$ cat config.mk
export PLATFORM = sky130hd
export DESIGN_NAME = audio_fetch_arbiter
export DESIGN_NICKNAME = d
export VERILOG_FILES = /design/src/rtl/audio_fetch_arbiter.sv
export SDC_FILE = /design/constraint.sdc
export NUM_CORES = 1
export LEC_CHECK = 0
export ABC_AREA = 1
export BUFFER_PORTS_ARGS = -buffer_cell sky130_fd_sc_hd__buf_2
export CORE_MARGIN = 2
export CORE_UTILIZATION = 25
export CTS_CLUSTER_DIAMETER = 100
export DETAILED_ROUTE_END_ITERATION = 8
export PLACE_DENSITY = 0.62
export SETUP_SLACK_MARGIN = 0.05
export SLEW_MARGIN = 0
export SYNTH_ARGS = -nofsm -noshare
export SYNTH_HDL_FRONTEND = slang
export SYNTH_SLANG_ARGS = --single-unit
$ cat constraint.sdc
create_clock -name clk -period 6.1 [get_ports clk]
set_clock_uncertainty 0.1 [all_clocks]
set_input_delay 0.61 -clock clk [delete_from_list [all_inputs] [get_ports clk]]
set_output_delay 0.61 -clock clk [all_outputs]
set_load 0.005 [all_outputs]
$ cat src/rtl/audio_fetch_arbiter.sv
// audio_fetch_arbiter
// Round-robin arbiter that shares one AXI-Lite read master among the
// per-channel sample fetch units. One read is in flight at a time; the
// result returns to the granted channel with a one-cycle strobe.
module audio_fetch_arbiter #(
    parameter int CHANNELS   = 8,
    parameter int ADDR_WIDTH = 32,
    parameter int DATA_WIDTH = 16
) (
    input  logic                           clk,
    input  logic                           rst,
    input  logic [CHANNELS-1:0]            req_valid,
    input  logic [CHANNELS*ADDR_WIDTH-1:0] req_addr,
    output logic [CHANNELS-1:0]            resp_valid,
    output logic [DATA_WIDTH-1:0]          resp_data,
    output logic                           resp_err,
    output logic                           busy,
    output logic [ADDR_WIDTH-1:0]          m_axil_araddr,
    output logic [2:0]                     m_axil_arprot,
    output logic                           m_axil_arvalid,
    input  logic                           m_axil_arready,
    input  logic [DATA_WIDTH-1:0]          m_axil_rdata,
    input  logic [1:0]                     m_axil_rresp,
    input  logic                           m_axil_rvalid,
    output logic                           m_axil_rready
);

    localparam int IDX_W = (CHANNELS > 1) ? $clog2(CHANNELS) : 1;

    typedef enum logic [1:0] {
        IDLE,
        ADDR,
        DATA,
        RESP
    } state_t;

    state_t                 state;
    logic [IDX_W-1:0]       rr_ptr;
    logic [IDX_W-1:0]       grant;

    logic                   sel_found;
    logic [IDX_W-1:0]       sel_idx;
    logic [IDX_W-1:0]       sel_next;
    logic [ADDR_WIDTH-1:0]  addr_arr [CHANNELS];

    // Reads are unprivileged, secure, data accesses.
    assign m_axil_arprot = 3'b000;

    function automatic logic [CHANNELS-1:0] one_hot(input logic [IDX_W-1:0] idx);
        logic [CHANNELS-1:0] v;
        v      = '0;
        v[idx] = 1'b1;
        return v;
    endfunction

    // Unpack the flat request address bus into one word per channel.
    always_comb begin
        for (int i = 0; i < CHANNELS; i++) begin
            addr_arr[i] = req_addr[i*ADDR_WIDTH +: ADDR_WIDTH];
        end
    end

    // Round-robin pick: lowest requester at or above rr_ptr, else lowest overall (wrap).
    always_comb begin
        logic             found_hi;
        logic [IDX_W-1:0] idx_hi;
        logic             found_any;
        logic [IDX_W-1:0] idx_any;
        found_hi  = 1'b0;
        idx_hi    = '0;
        found_any = 1'b0;
        idx_any   = '0;
        for (int i = CHANNELS - 1; i >= 0; i--) begin
            if (req_valid[i]) begin
                found_any = 1'b1;
                idx_any   = IDX_W'(i);
                if (IDX_W'(i) >= rr_ptr) begin
                    found_hi = 1'b1;
                    idx_hi   = IDX_W'(i);
                end
            end
        end
        sel_found = found_any;
        sel_idx   = found_hi ? idx_hi : idx_any;
        sel_next  = (sel_idx == IDX_W'(CHANNELS - 1)) ? '0 : sel_idx + 1'b1;
    end

    // Transaction FSM: grant, address phase, data phase, response strobe.
    always_ff @(posedge clk or posedge rst) begin
        if (rst) begin
            state          <= IDLE;
            rr_ptr         <= '0;
            grant          <= '0;
            m_axil_arvalid <= 1'b0;
            m_axil_rready  <= 1'b0;
            m_axil_araddr  <= '0;
            resp_valid     <= '0;
            resp_data      <= '0;
            resp_err       <= 1'b0;
            busy           <= 1'b0;
        end else begin
            case (state)
                IDLE: begin
                    if (sel_found) begin
                        grant          <= sel_idx;
                        m_axil_araddr  <= addr_arr[sel_idx];
                        m_axil_arvalid <= 1'b1;
                        rr_ptr         <= sel_next;
                        busy           <= 1'b1;
                        state          <= ADDR;
                    end
                end
                ADDR: begin
                    // arvalid/araddr stay put until the slave accepts them.
                    if (m_axil_arready) begin
                        m_axil_arvalid <= 1'b0;
                        m_axil_rready  <= 1'b1;
                        state          <= DATA;
                    end
                end
                DATA: begin
                    if (m_axil_rvalid) begin
                        m_axil_rready <= 1'b0;
                        resp_data     <= m_axil_rdata;
                        resp_err      <= (m_axil_rresp != 2'b00);
                        resp_valid    <= one_hot(grant);
                        state         <= RESP;
                    end
                end
                RESP: begin
                    // Strobe lasts one cycle; data and error hold until the next response.
                    resp_valid <= '0;
                    busy       <= 1'b0;
                    state      <= IDLE;
                end
                default: begin
                    m_axil_arvalid <= 1'b0;
                    m_axil_rready  <= 1'b0;
                    resp_valid     <= '0;
                    busy           <= 1'b0;
                    state          <= IDLE;
                end
            endcase
        end
    end

endmodule

## Word level (Yosys, flattened, before mapping)

Cells that the tools add are included.

| word-level totals | value |
|---|---|
| bits of input ports | 286 |
| logic and storage cells | 112 |
| register bits after elaboration | 68 |

| operators by class | value |
|---|---|
| magnitude comparators | 11 |
| mux-type cells | 68 |
| reduce and logical (&&, ||, !) cells | 14 |
| $add $sub $neg | 1 |
| bitwise operators | 1 |
| equality and inequality tests | 7 |

Operators with widths:

| operator | count |
|---|---|
| 32-bit binary-select mux with 3-bit select | 1 |
| 3-bit two-way mux | 26 |
| 32-bit two-way mux | 2 |
| 1-bit two-way mux | 29 |
| 8-bit one-hot mux with 2 select lines | 1 |
| 3-bit >= comparator (first input constant) | 4 |
| 2-bit nonzero test | 5 |
| 3-bit AND reduction | 3 |
| 8-bit two-way mux | 1 |
| 2-bit one-hot mux with 4 select lines | 1 |
| 2-bit AND reduction | 4 |
| 1-bit by 3-bit >= comparator with 1-bit output (first input constant) | 2 |
| 2-bit by 3-bit >= comparator with 1-bit output (first input constant) | 2 |
| 2-bit two-way mux | 3 |
| 2-bit != test (second input constant) | 3 |
| 1-bit one-hot mux with 2 select lines | 3 |
| 2-bit == test (second input constant) | 2 |
| 4-bit >= comparator (second input constant) | 1 |
| 3-bit by 4-bit < comparator with 1-bit output (second input constant) | 1 |
| 3-bit inverter with 4-bit output | 1 |
| 3-bit by 1-bit adder with 3-bit output (second input constant) | 1 |
| 1-bit demux with 3-bit select | 1 |
| 3-bit == test (second input constant) | 1 |
| 3-bit by 1-bit >= comparator with 1-bit output (second input constant) | 1 |
| other kinds (3) | 3 |

## Logic depth before layout (Yosys ltp)

Gate-level depths: netlist of the first run.

| depth | value |
|---|---|
| word-level depth | 22 |
| depth in mapped cells | 17 |
| mapped depth without buffers | 15 |

## Least setup slack after synthesis of the first run

Ideal clock, no wire load.

| timing | value |
|---|---|
| path type | input port to flip-flop |
| start | in req_valid[3] |
| end | reg rr_ptr[2] |
| path buffers | 2 |
| library setup time | 0.126 ns |
| arrival | 2.073 ns |
| cell stages on the path | 14 |
| slack | 3.801 ns |
| path through | inv_1 nor2_1 inv_1 nand2_1 nor2_2 a21oi_1 nand2_1 nand2_2 buf_6 buf_4 ha_1 ha_1 nand2_1 o21ai_0 |

| on the way | value |
|---|---|
| word-level cells in the longest chain between the ends | 10 |
| elaborated cells between the ends (all ways) | 27 |

Ends and longest elaborated chain:

| item | line | RTL |
|---|---|---|
| start: declaration | 12 | `input logic [CHANNELS-1:0] req_valid,` |
| 3-bit two-way mux or 1-bit two-way mux (tied branches) | 74 | `if (req_valid[i]) begin` |
| 3-bit two-way mux or 1-bit two-way mux (tied branches) | 77 | `if (IDX_W'(i) >= rr_ptr) begin` |
| 3-bit two-way mux or 1-bit two-way mux (tied branches) | 74 |  |
| 3-bit two-way mux or 1-bit two-way mux (tied branches) | 77 |  |
| 3-bit two-way mux or 1-bit two-way mux (tied branches) | 74 |  |
| 3-bit two-way mux or 1-bit two-way mux (tied branches) | 77 |  |
| 3-bit two-way mux or 1-bit two-way mux (tied branches) | 74 |  |
| 3-bit two-way mux (*) | 84 | `sel_idx = found_hi ? idx_hi : idx_any;` |
| via sel_idx[0] | 42 | `logic [IDX_W-1:0] sel_idx;` |
| 3-bit by 1-bit adder with 3-bit output or 3-bit == test (tied branches) | 85 | `sel_next = (sel_idx == IDX_W'(CHANNELS - 1)) ? '0 : sel_idx + 1'b1;` |
| 3-bit two-way mux (*) | 85 |  |
| via sel_next[2] | 43 | `logic [IDX_W-1:0] sel_next;` |
| end signal: assignment | 108 | `rr_ptr <= sel_next;` |
| end: declaration | 38 | `logic [IDX_W-1:0] rr_ptr;` |

The timed path passes the listed nets; every way through them passes the cells marked *.
A chain may end at the register's enable or synchronous reset.

## Worst setup path in the final report of the first run

| timing | value |
|---|---|
| start | reg rr_ptr[2] |
| end | reg m_axil_araddr[19] |

| on the way | value |
|---|---|
| word-level cells in the longest chain between the ends | 22 |
| elaborated cells between the ends (all ways) | 45 |

Ends and longest elaborated chain:

| item | line | RTL |
|---|---|---|
| 3-bit >= comparator | 77 |  |
| 3-bit two-way mux or 1-bit two-way mux (tied branches) | 77 |  |
| 3-bit two-way mux or 1-bit two-way mux (tied branches) | 74 |  |
| 3-bit two-way mux or 1-bit two-way mux (tied branches) | 77 |  |
| 3-bit two-way mux or 1-bit two-way mux (tied branches) | 74 |  |
| 3-bit two-way mux or 1-bit two-way mux (tied branches) | 77 |  |
| 3-bit two-way mux or 1-bit two-way mux (tied branches) | 74 |  |
| 3-bit two-way mux or 1-bit two-way mux (tied branches) | 77 |  |
| (+5 left out) | n/a |  |
| 3-bit two-way mux or 1-bit two-way mux (tied branches) | 77 |  |
| 3-bit two-way mux or 1-bit two-way mux (tied branches) | 74 |  |
| 3-bit two-way mux or 1-bit two-way mux (tied branches) | 77 |  |
| 3-bit two-way mux or 1-bit two-way mux (tied branches) | 74 |  |
| 3-bit two-way mux (*) | 84 |  |
| 3-bit inverter with 4-bit output (not written as such) (*) | 106 | `m_axil_araddr <= addr_arr[sel_idx];` |
| 32-bit binary-select mux with 3-bit select (*) | 106 |  |
| 32-bit two-way mux (not written as such) (*) (2 in series) | 106 |  |
| end signal: assignment | 106 |  |
| end: declaration | 18 | `output logic [ADDR_WIDTH-1:0] m_axil_araddr,` |

Every way passes the cells marked *; elsewhere a longest branch is shown, timed or not. The select of a mux whose other input is x is not followed.

==> flow_summary_export.csv, run 1 <==
group,metric,value,unit
synth,ys_types,27,
critical_path,r2r_end,"m_axil_araddr[19]",
clock_network,cts_made_buffers,9,
flow_run,maxCapViolations,0,
route,drc,0,
critical_path,crit_start,"rr_ptr[2]",
timing,worst_hold_slack,362.9,ps
timing,slew_headroom,34.87,%
timing,setup_violations,0,
critical_path,critPathCaptureType,"register",
layout,drive_gt1_share,29.28,%
critical_path,path_class,"reg -> reg",
place,io_buffers,345,
place,gp_congestion,0.9286,
global_route,grt_antenna_before_repair,2,
floorplanning,start_util,25.38,%
critical_path,cp_data_arrival_time,3650,ps
route,vias,7633,
place,dp_worst_setup_slack,2229,ps
route,wl_per_cell,14.86,um
timing,finalHoldViolCount,0,
synth,avgSynthCellArea,5.850,um^2
floorplanning,die-area,0.02493,mm^2
synth,yosys_warnings,0,
route,wl,24190,um
clock_network,clk_latency,340,ps
layout,final_common_cell,"buf_2",
min_path,min_to,"resp_data[13]",
critical_path,crit_path_start_kind,"register",
timing,period_minus_slack,3538,ps
layout,nets,1596,
timing,maxSlewViolCount,0,
critical_path,r2r_cells,14,
min_path,holdCritStartpoint,"m_axil_rdata[13]",
clock_network,clock-sinks,68,
layout,finish.utilization,34.67,%
min_path,whs_path_depth,3,
clock_network,post_cts_buffers,0,
critical_path,r2r_setup_slack,2560,ps
timing,finalCritPeriodShare,58.00,%
route,ant_nets,0,
route,first_iter_violations,470,
clock_network,clkTransAtPathRegs,70,ps
synth,synth-seq-cells,68,
clock_network,cts-htree-levels,3,
synth,synth_area,0.005921,mm^2
clock_network,clock-root-buffer,"clkbuf_16",
clock_network,ctsHoldBuffers,0,
critical_path,crit-reg2reg-launch,"rr_ptr[2]",
global_route,grt_first_pass_wirelength,35850,um
outcome,outcome,"complete, no violations",
pwr,cellLeakagePower,4.880,nW
synth,ys_seq_area_share,28.74,%
route,via_per_inst,4.689,
timing,worst_slack,2562,ps
clock_network,tritoncts,"built",
min_path,worstHoldPathType,"in -> reg",
global_route,grt-ovfl-total,0,
timing,fin_setup_tns,0,ps
critical_path,worstPathMaxFanout,58,
synth,syn_inst,1012,
global_route,first_global_vias,6870,
global_route,track_usage,18.57,%
floorplanning,row_count,56,
layout,layout_common_cells,"buf_2, nand3_1, nand2_1",
global_route,grt_max_degree,79,
floorplanning,core_area,0.02333,mm^2
pwr,irDropWorstVdd,0.0003360,V
place,place_hpwl,18070,um
floorplanning,die_height,157.9,um
layout,syn_to_final_growth,36.64,%
clock_network,ctsResizeCount,0,
timing,tightest_slew,974.6,ps
pwr,power_density,469.3,mW/mm^2
floorplanning,ioPinCount,349,
clock_network,cts.path.max_buffers,2,
floorplanning,die_w,157.9,um
timing,rsz0062_at_grt,"false",
critical_path,worstPathRequired,6210,ps
timing,fmax,0.2827,GHz
route,drt-pass1-iter-count,5,
-- kinds of logic (layout without fill, tap and decap cells) --
family | Yosys count | after routing | share of synthesized area, %
AND/OR/NAND/NOR | 664 | 664 | 49.62
buffers and inverters | 242 | 536 | 17.33
flip-flops | 68 | 68 | 28.74
AO/OA/AOI/OAI | 30 | 30 | 2.768
adder cells (fa/ha/maj) | 7 | 7 | 1.479
other | 1 | 4 | 0.06334
-- registers in the layout (all words and copies together), names as in the netlist --
signal and count:
state 2, m_axil_araddr 32, resp_valid 8, busy 1, resp_err 1, m_axil_arvalid 1, rr_ptr 3, grant 3
resp_data 16, m_axil_rready 1
-- synth_stat cells --
library cell	instances	area [um^2]
nand3_1	333	1667
nand2_1	304	1141
inv_1	162	608.1
dfrtp_1	68	1702
buf_2	40	200.2
nor2_1	18	67.56
clkbuf_1	17	63.81
o21ai_0	17	85.08
buf_4	16	120.1
ha_1	7	87.58
a21oi_1	5	25.02
inv_2	5	18.77
nand3_2	2	20.02
nor3_1	2	10.01
o21a_1	2	15.01
o21ai_1	2	10.01
o22ai_1	2	12.51
a31oi_1	1	6.260
and2_1	1	6.260
buf_6	1	11.26
clkinv_1	1	3.750
conb_1	1	3.750
nand2_2	1	6.260
nand3b_1	1	7.510
nor2_2	1	6.260
nor4_1	1	6.260
o32a_1	1	10.01
-- how the worst max path moves through the flow --
stage | slack [ps] | end | cells past startpoint
6_report | 2560 | m_axil_araddr[19] | 14
3_5_place_dp | 2230 | m_axil_araddr[15] | 16
4_1_cts | 2520 | m_axil_araddr[15] | 14
3_3_place_gp | 2230 | rr_ptr[2] | 15
5_1_grt | 2090 | m_axil_araddr[17] | 16
2_1_floorplan | 3680 | busy | 1
-- critical path, cell delays in order, from the launching register on --
cell and delay, ps:
dfrtp_1 430, inv_2 80, nand3_1 100, o21ai_1 100, nor2_2 150, inv_2 40
nor2_1 170, nand3_4 560, nand2_4 630, buf_4 540, nand2_1 130, nand3_1 100
nand2_1 70, nand2_1 60, nand3_1 90
-- routing by layer --
layer	global-route usage [%]	share of wire [%]
met4	5.281	1.9
met5	0	0
met2	31.33	46
met1	23.75	43
met3	4.134	8.2
-- cell type report --
class	instances	area (um^2)
fillers	2656	15240
diodes	1	2.502
flip-flops and latches	68	1702
inverters	168	631.9
clock inverters	6	112.6
multi-input cells	704	3234
repair buffers	352	1779
well taps	319	399.1
clock buffers	10	229.0
-- metrics by stage --
stage / cells / total power [mW] / area [um^2]
floorplan: 1014 / 2.482 / 5928
global placement: 1611 / 3.168 / 7746
detailed placement: 1611 / 3.198 / 7746
CTS: 1627 / 3.847 / 8088
global route: 1628 / 4.187 / 8090
finish: 1628 / 3.797 / 8090
-- power by group --
group	switching, mW	internal [mW]	leakage (nW)
sequential	0.121	0.671	0.849
combinational	1.57	0.804	3.86
clock	0.230	0.401	0.167
(Power assumes the default switching activity.)
==> run 2, diff against run 1 <==
Settings changed: PLACE_DENSITY 0.62 to 0.64.
Clock period 6.1 ns to 3.2 ns, I/O delays scaled along.
==> run 2 against run 1 <==
Maximum frequency up 28%. Sequential share of layout area down 0.21 points. First-iteration DRC count down 6.0%. Critical path type unchanged. Critical endpoint is now m_axil_araddr[11].
==> flow_summary_export.csv, run 2 (synthesized netlist as in run 1, its figures left out) <==
group,metric,value,unit
outcome,outcome,"complete, no violations",
layout,final_common_cell,"buf_2",
clock_network,post_cts_buffers,0,
route,drc,0,
timing,maxSlewViolCount,0,
critical_path,crit_slowest_cell,"dfrtp_1",
critical_path,slowest_delay,430,ps
critical_path,path_cells,"inv_2 -> nand3_1 -> o21ai_1 -> nor2_2 -> inv_2 -> nor2_1 -> nand3_4 -> nand2_4 -> buf_12 -> nand2_1 -> nand3_1 -> nand3_1 -> nand3_1",
min_path,worstHoldPathType,"in -> reg",
floorplanning,ioPinCount,349,
global_route,grt_max_degree,130,
layout,reg_top3,"m_axil_araddr: 32 flops, resp_data: 16 flops, resp_valid: 8 flops",
clock_network,cts_made_buffers,9,
critical_path,worstPathRequired,3370,ps
timing,setup_violations,0,
clock_network,cts-htree-levels,3,
critical_path,worstPathMaxFanout,52,
timing,fmax,0.3619,GHz
layout,layout_common_cells,"buf_2, nand3_1, nand2_1",
global_route,grt_first_pass_wirelength,36920,um
route,drt-pass1-iter-count,5,
floorplanning,die-area,0.02493,mm^2
critical_path,cp_data_arrival_time,2930,ps
critical_path,critPathCaptureType,"register",
route,vias,7595,
floorplanning,start_util,25.38,%
timing,finalHoldViolCount,0,
clock_network,clock-sinks,68,
floorplanning,die_height,157.9,um
critical_path,crit_path_start_kind,"register",
clock_network,clkTransAtPathRegs,60,ps
layout,drive_gt1_share,29.60,%
timing,worst_hold_slack,79.32,ps
global_route,grt-ovfl-total,0,
place,place_hpwl,18370,um
timing,rsz0062_at_grt,"false",
clock_network,clock-root-buffer,"clkbuf_16",
layout,fillers,2642,
pwr,irDropWorstVdd,0.0008285,V
timing,finalCritPeriodShare,86.35,%
route,first_iter_violations,442,
floorplanning,row_count,56,
layout,nets,1602,
route,ant_nets,0,
clock_network,tritoncts,"built",
global_route,first_global_vias,6912,
route,wl_per_cell,15.00,um
critical_path,path_class,"reg -> reg",
critical_path,cpMostUsedCell,"nand3_1",
layout,largest_reg_flops,32,
floorplanning,core_area,0.02333,mm^2
clock_network,ctsResizeCount,0,
flow_run,maxCapViolations,0,
global_route,track_usage,19.31,%
route,via_per_inst,4.648,
timing,slew_headroom,32.25,%
timing,tightest_slew,1014,ps
route,wl,24510,um
floorplanning,die_w,157.9,um
pwr,power_density,890.1,mW/mm^2
place,gp_congestion,0.8693,
clock_network,cts.path.max_buffers,2,
place,io_buffers,345,
layout,syn_to_final_growth,38.02,%
layout,regMostFlops,"m_axil_araddr",
pwr,cellLeakagePower,4.919,nW
global_route,grt_antenna_before_repair,6,
timing,fin_setup_tns,0,ps
clock_network,clk_latency,330,ps
timing,period_minus_slack,2763,ps
run 2: per-stage QoR:
step	instances	area, um^2	setup slack [ps]	total power, mW	util (%)
2_1_floorplan	1014	5928	1068	4.730	-
3_3_place_gp	1616	7846	456.4	6.201	33.63
3_5_place_dp	1616	7846	481.2	6.272	33.63
4_1_cts	1633	8169	478.5	7.359	35.01
5_1_grt	1634	8172	262.4	8.041	35.02
6_report	1634	8172	436.7	7.274	35.02
run 2: area by class of cell:
type	instances	area, um^2	area share [%]
Multi-Input combinational cell	704	3234	39.58
Tap cell	319	399.1	4.884
Clock buffer	11	252.7	3.093
Antenna cell	1	2.502	0.03062
Clock inverter	5	60.06	0.7350
Sequential cell	68	1702	20.82
Inverter	168	631.9	7.732
Timing Repair Buffer	358	1889	23.12
run 2: where the power goes:
part / total, mW / switching (mW) / internal (mW)
Combinational: 4.70 / 3.05 / 1.64
Clock: 1.06 / 0.409 / 0.648
Sequential: 1.52 / 0.241 / 1.28
Total: 7.27 / 3.70 / 3.57
run 2: final timing paths:
path / startpoint / cells after the start / to / slack, ps
max: rr_ptr[2] / 13 / m_axil_araddr[11] / 440
min: m_axil_rdata[6] / 3 / resp_data[6] / 80
max reg2reg: rr_ptr[2] / 13 / m_axil_araddr[11] / 440
min reg2reg: resp_data[8] / 2 / resp_data[8] / 370
max in group asynchronous: rst / 4 / m_axil_araddr[20] / 1680
min in group asynchronous: rst / 3 / resp_valid[7] / 490
run 2: worst max-delay path, delay by kind of cell (launching register included):
family                 cells  cell delay (ps)
AO/OA/AOI/OAI              1              110
buffers and inverters      3              400
flip-flops                 1              430
AND/OR/NAND/NOR            9             1600
run 2: what timing repair did:
item	CTS	global route
hold buffers	1	0
endpoints found under the setup margin	0	0
hold endpoints to repair	29	0
run 2: per-layer routing:
metal	part of all wire (%)	global-route usage [%]	vias up	wire length [um]
li1	-	-	3785	-
met1	41	23.79	3402	10050
met2	48	33.37	361	11750
met3	8.5	4.353	43	2079
met4	2.4	6.017	4	596
met5	0.14	0	-	34
==> run 3, diff against run 2 <==
Settings changed: RECOVER_POWER set to 100.
==> run 3 against run 2 <==
The flow now finishes with violations (max-capacitance violations). Final area down 0.90%. Register-to-register slack gained 30 ps. Die area did not move. Sequential cell count is the same. First-iteration DRC count increased by 10%. Sequential share of layout area up 0.19 points. Non-clock buffer count unchanged. Global-route usage unchanged.
==> flow_summary_export.csv, run 3 (synthesized netlist as in run 1, its figures left out) <==
group,metric,value,unit
floorplanning,core_area,0.02333,mm^2
critical_path,path_class,"reg -> reg",
clock_network,cts.path.max_buffers,2,
place,io_buffers,345,
global_route,grt_max_degree,130,
layout,drive_gt1_share,25.57,%
clock_network,cts_made_buffers,9,
clock_network,cts-htree-levels,3,
critical_path,r2r_end,"m_axil_araddr[11]",
timing,slew_headroom,0.6039,%
global_route,first_global_vias,6912,
route,vias,7617,
pwr,cellLeakagePower,4.755,nW
outcome,outcome,"finished, violations left",
timing,maxSlewViolCount,0,
critical_path,critPathCaptureType,"register",
timing,finalCritPeriodShare,85.38,%
floorplanning,ioPinCount,349,
timing,worst_hold_slack,78.22,ps
route,drc,0,
flow_run,maxCapViolations,1,
route,first_iter_violations,486,
clock_network,tritoncts,"built",
critical_path,cp_data_arrival_time,2900,ps
floorplanning,start_util,25.38,%
timing,fmax,0.3660,GHz
route,wl,24430,um
layout,nets,1602,
global_route,grt_first_pass_wirelength,36920,um
clock_network,clk_latency,330,ps
pwr,power,7.199,mW
min_path,worstHoldPathType,"in -> reg",
critical_path,endpoint,"m_axil_araddr[11]",
global_route,track_usage,19.31,%
clock_network,clkTransAtPathRegs,60,ps
timing,fin_setup_tns,0,ps
outcome,violations,"max-capacitance violations",
critical_path,worstPathRequired,3370,ps
floorplanning,die_w,157.9,um
layout,finish.utilization,34.71,%
layout,reg_top3,"m_axil_araddr: 32 flops, resp_data: 16 flops, resp_valid: 8 flops",
timing,tightest_slew,1483,ps
timing,setup_violations,0,
route,wl_per_cell,14.95,um
layout,final_common_cell,"nand3_1",
clock_network,clock-root-buffer,"clkbuf_16",
critical_path,worstPathMaxFanout,52,
critical_path,r2r_setup_slack,470,ps
critical_path,crit_path_start_kind,"register",
layout,largest_reg_flops,32,
floorplanning,row_count,56,
layout,syn_to_final_growth,36.77,%
pwr,irDropWorstVdd,0.0008292,V
route,ant_nets,0,
clock_network,clock-sinks,68,
timing,period_minus_slack,2732,ps
place,place_hpwl,18370,um
critical_path,crit_start,"rr_ptr[2]",
floorplanning,die-area,0.02493,mm^2
critical_path,crit-reg2reg-launch,"rr_ptr[2]",
layout,regMostFlops,"m_axil_araddr",
critical_path,r2r_cells,13,
global_route,grt-ovfl-total,0,
place,gp_congestion,0.8693,
global_route,grt_antenna_before_repair,6,
pwr,power_density,889.0,mW/mm^2
timing,finalHoldViolCount,0,
route,via_per_inst,4.662,
layout,layout_common_cells,"nand3_1, nand2_1, buf_2",
timing,rsz0062_at_grt,"false",
route,drt-pass1-iter-count,5,
floorplanning,die_height,157.9,um
[run 3: cell count changes in the layout (fill, tap and decap cells not counted), moves of 2 or more]
cell,delta
clkbuf_1,+47
buf_2,-46
inv_1,+3
inv_2,-3
buf_4,-4
buf_1,+2
[run 3: cell type report]
cell class                      count  area, um^2
Antenna cell                        1       2.502
Clock buffer                       11       252.7
Clock inverter                      5       60.06
Fill cell                        2664       15230
Inverter                          168       631.9
Multi-Input combinational cell    704        3232
Sequential cell                    68        1702
Tap cell                          319       399.1
Timing Repair Buffer              358        1818
[run 3: per-stage QoR]
| step | setup slack [ps] | cell area [um^2] | instances |
|---|---|---|---|
| global route | 233.8 | 8098 | 1634 |
| detailed placement | 481.2 | 7846 | 1616 |
| global placement | 456.4 | 7846 | 1616 |
| finish | 467.7 | 8098 | 1634 |
| CTS | 478.5 | 8169 | 1633 |
| floorplan | 1068 | 5928 | 1014 |
[run 3: layer usage]
layer | wire length [um] | global-route usage [%]
met1 | 9957 | 23.79
met2 | 11790 | 33.37
met4 | 577 | 6.017
met3 | 2073 | 4.353
met5 | 34 | 0
[run 3: worst min-delay path by stage]
stage | start | endpoint | slack (ps) | cells past startpoint
after detailed placement | rst | resp_valid[7] | 300 | 2
after global routing | m_axil_rdata[6] | resp_data[6] | 80 | 3
final | m_axil_rdata[6] | resp_data[6] | 80 | 3
after CTS | m_axil_rdata[6] | resp_data[6] | 70 | 3
after floorplan | m_axil_rdata[0] | resp_data[0] | 330 | 2
after global placement | rst | resp_err | 310 | 2
[run 3: worst max-delay path: stages, from the launching register on]
cell and delay, ps:
dfrtp_1 430, inv_2 80, nand3_1 110, o21ai_1 110, nor2_2 150, inv_2 40
nor2_1 180, nand3_4 230, nand2_4 380, buf_12 290, nand2_1 80, nand3_1 150
nand3_1 160, nand3_1 140
[run 3: timing repair]
action,4_1_cts,5_1_grt
resized for setup,0,0
hold buffers,1,0
endpoints found under the hold margin,29,0
setup buffers,0,0
[run 3: power breakdown]
part	total, mW	internal, mW	switching, mW
clock	1.06	0.648	0.413
sequential	1.53	1.28	0.250
combinational	4.61	1.56	3.05
total	7.20	3.49	3.71
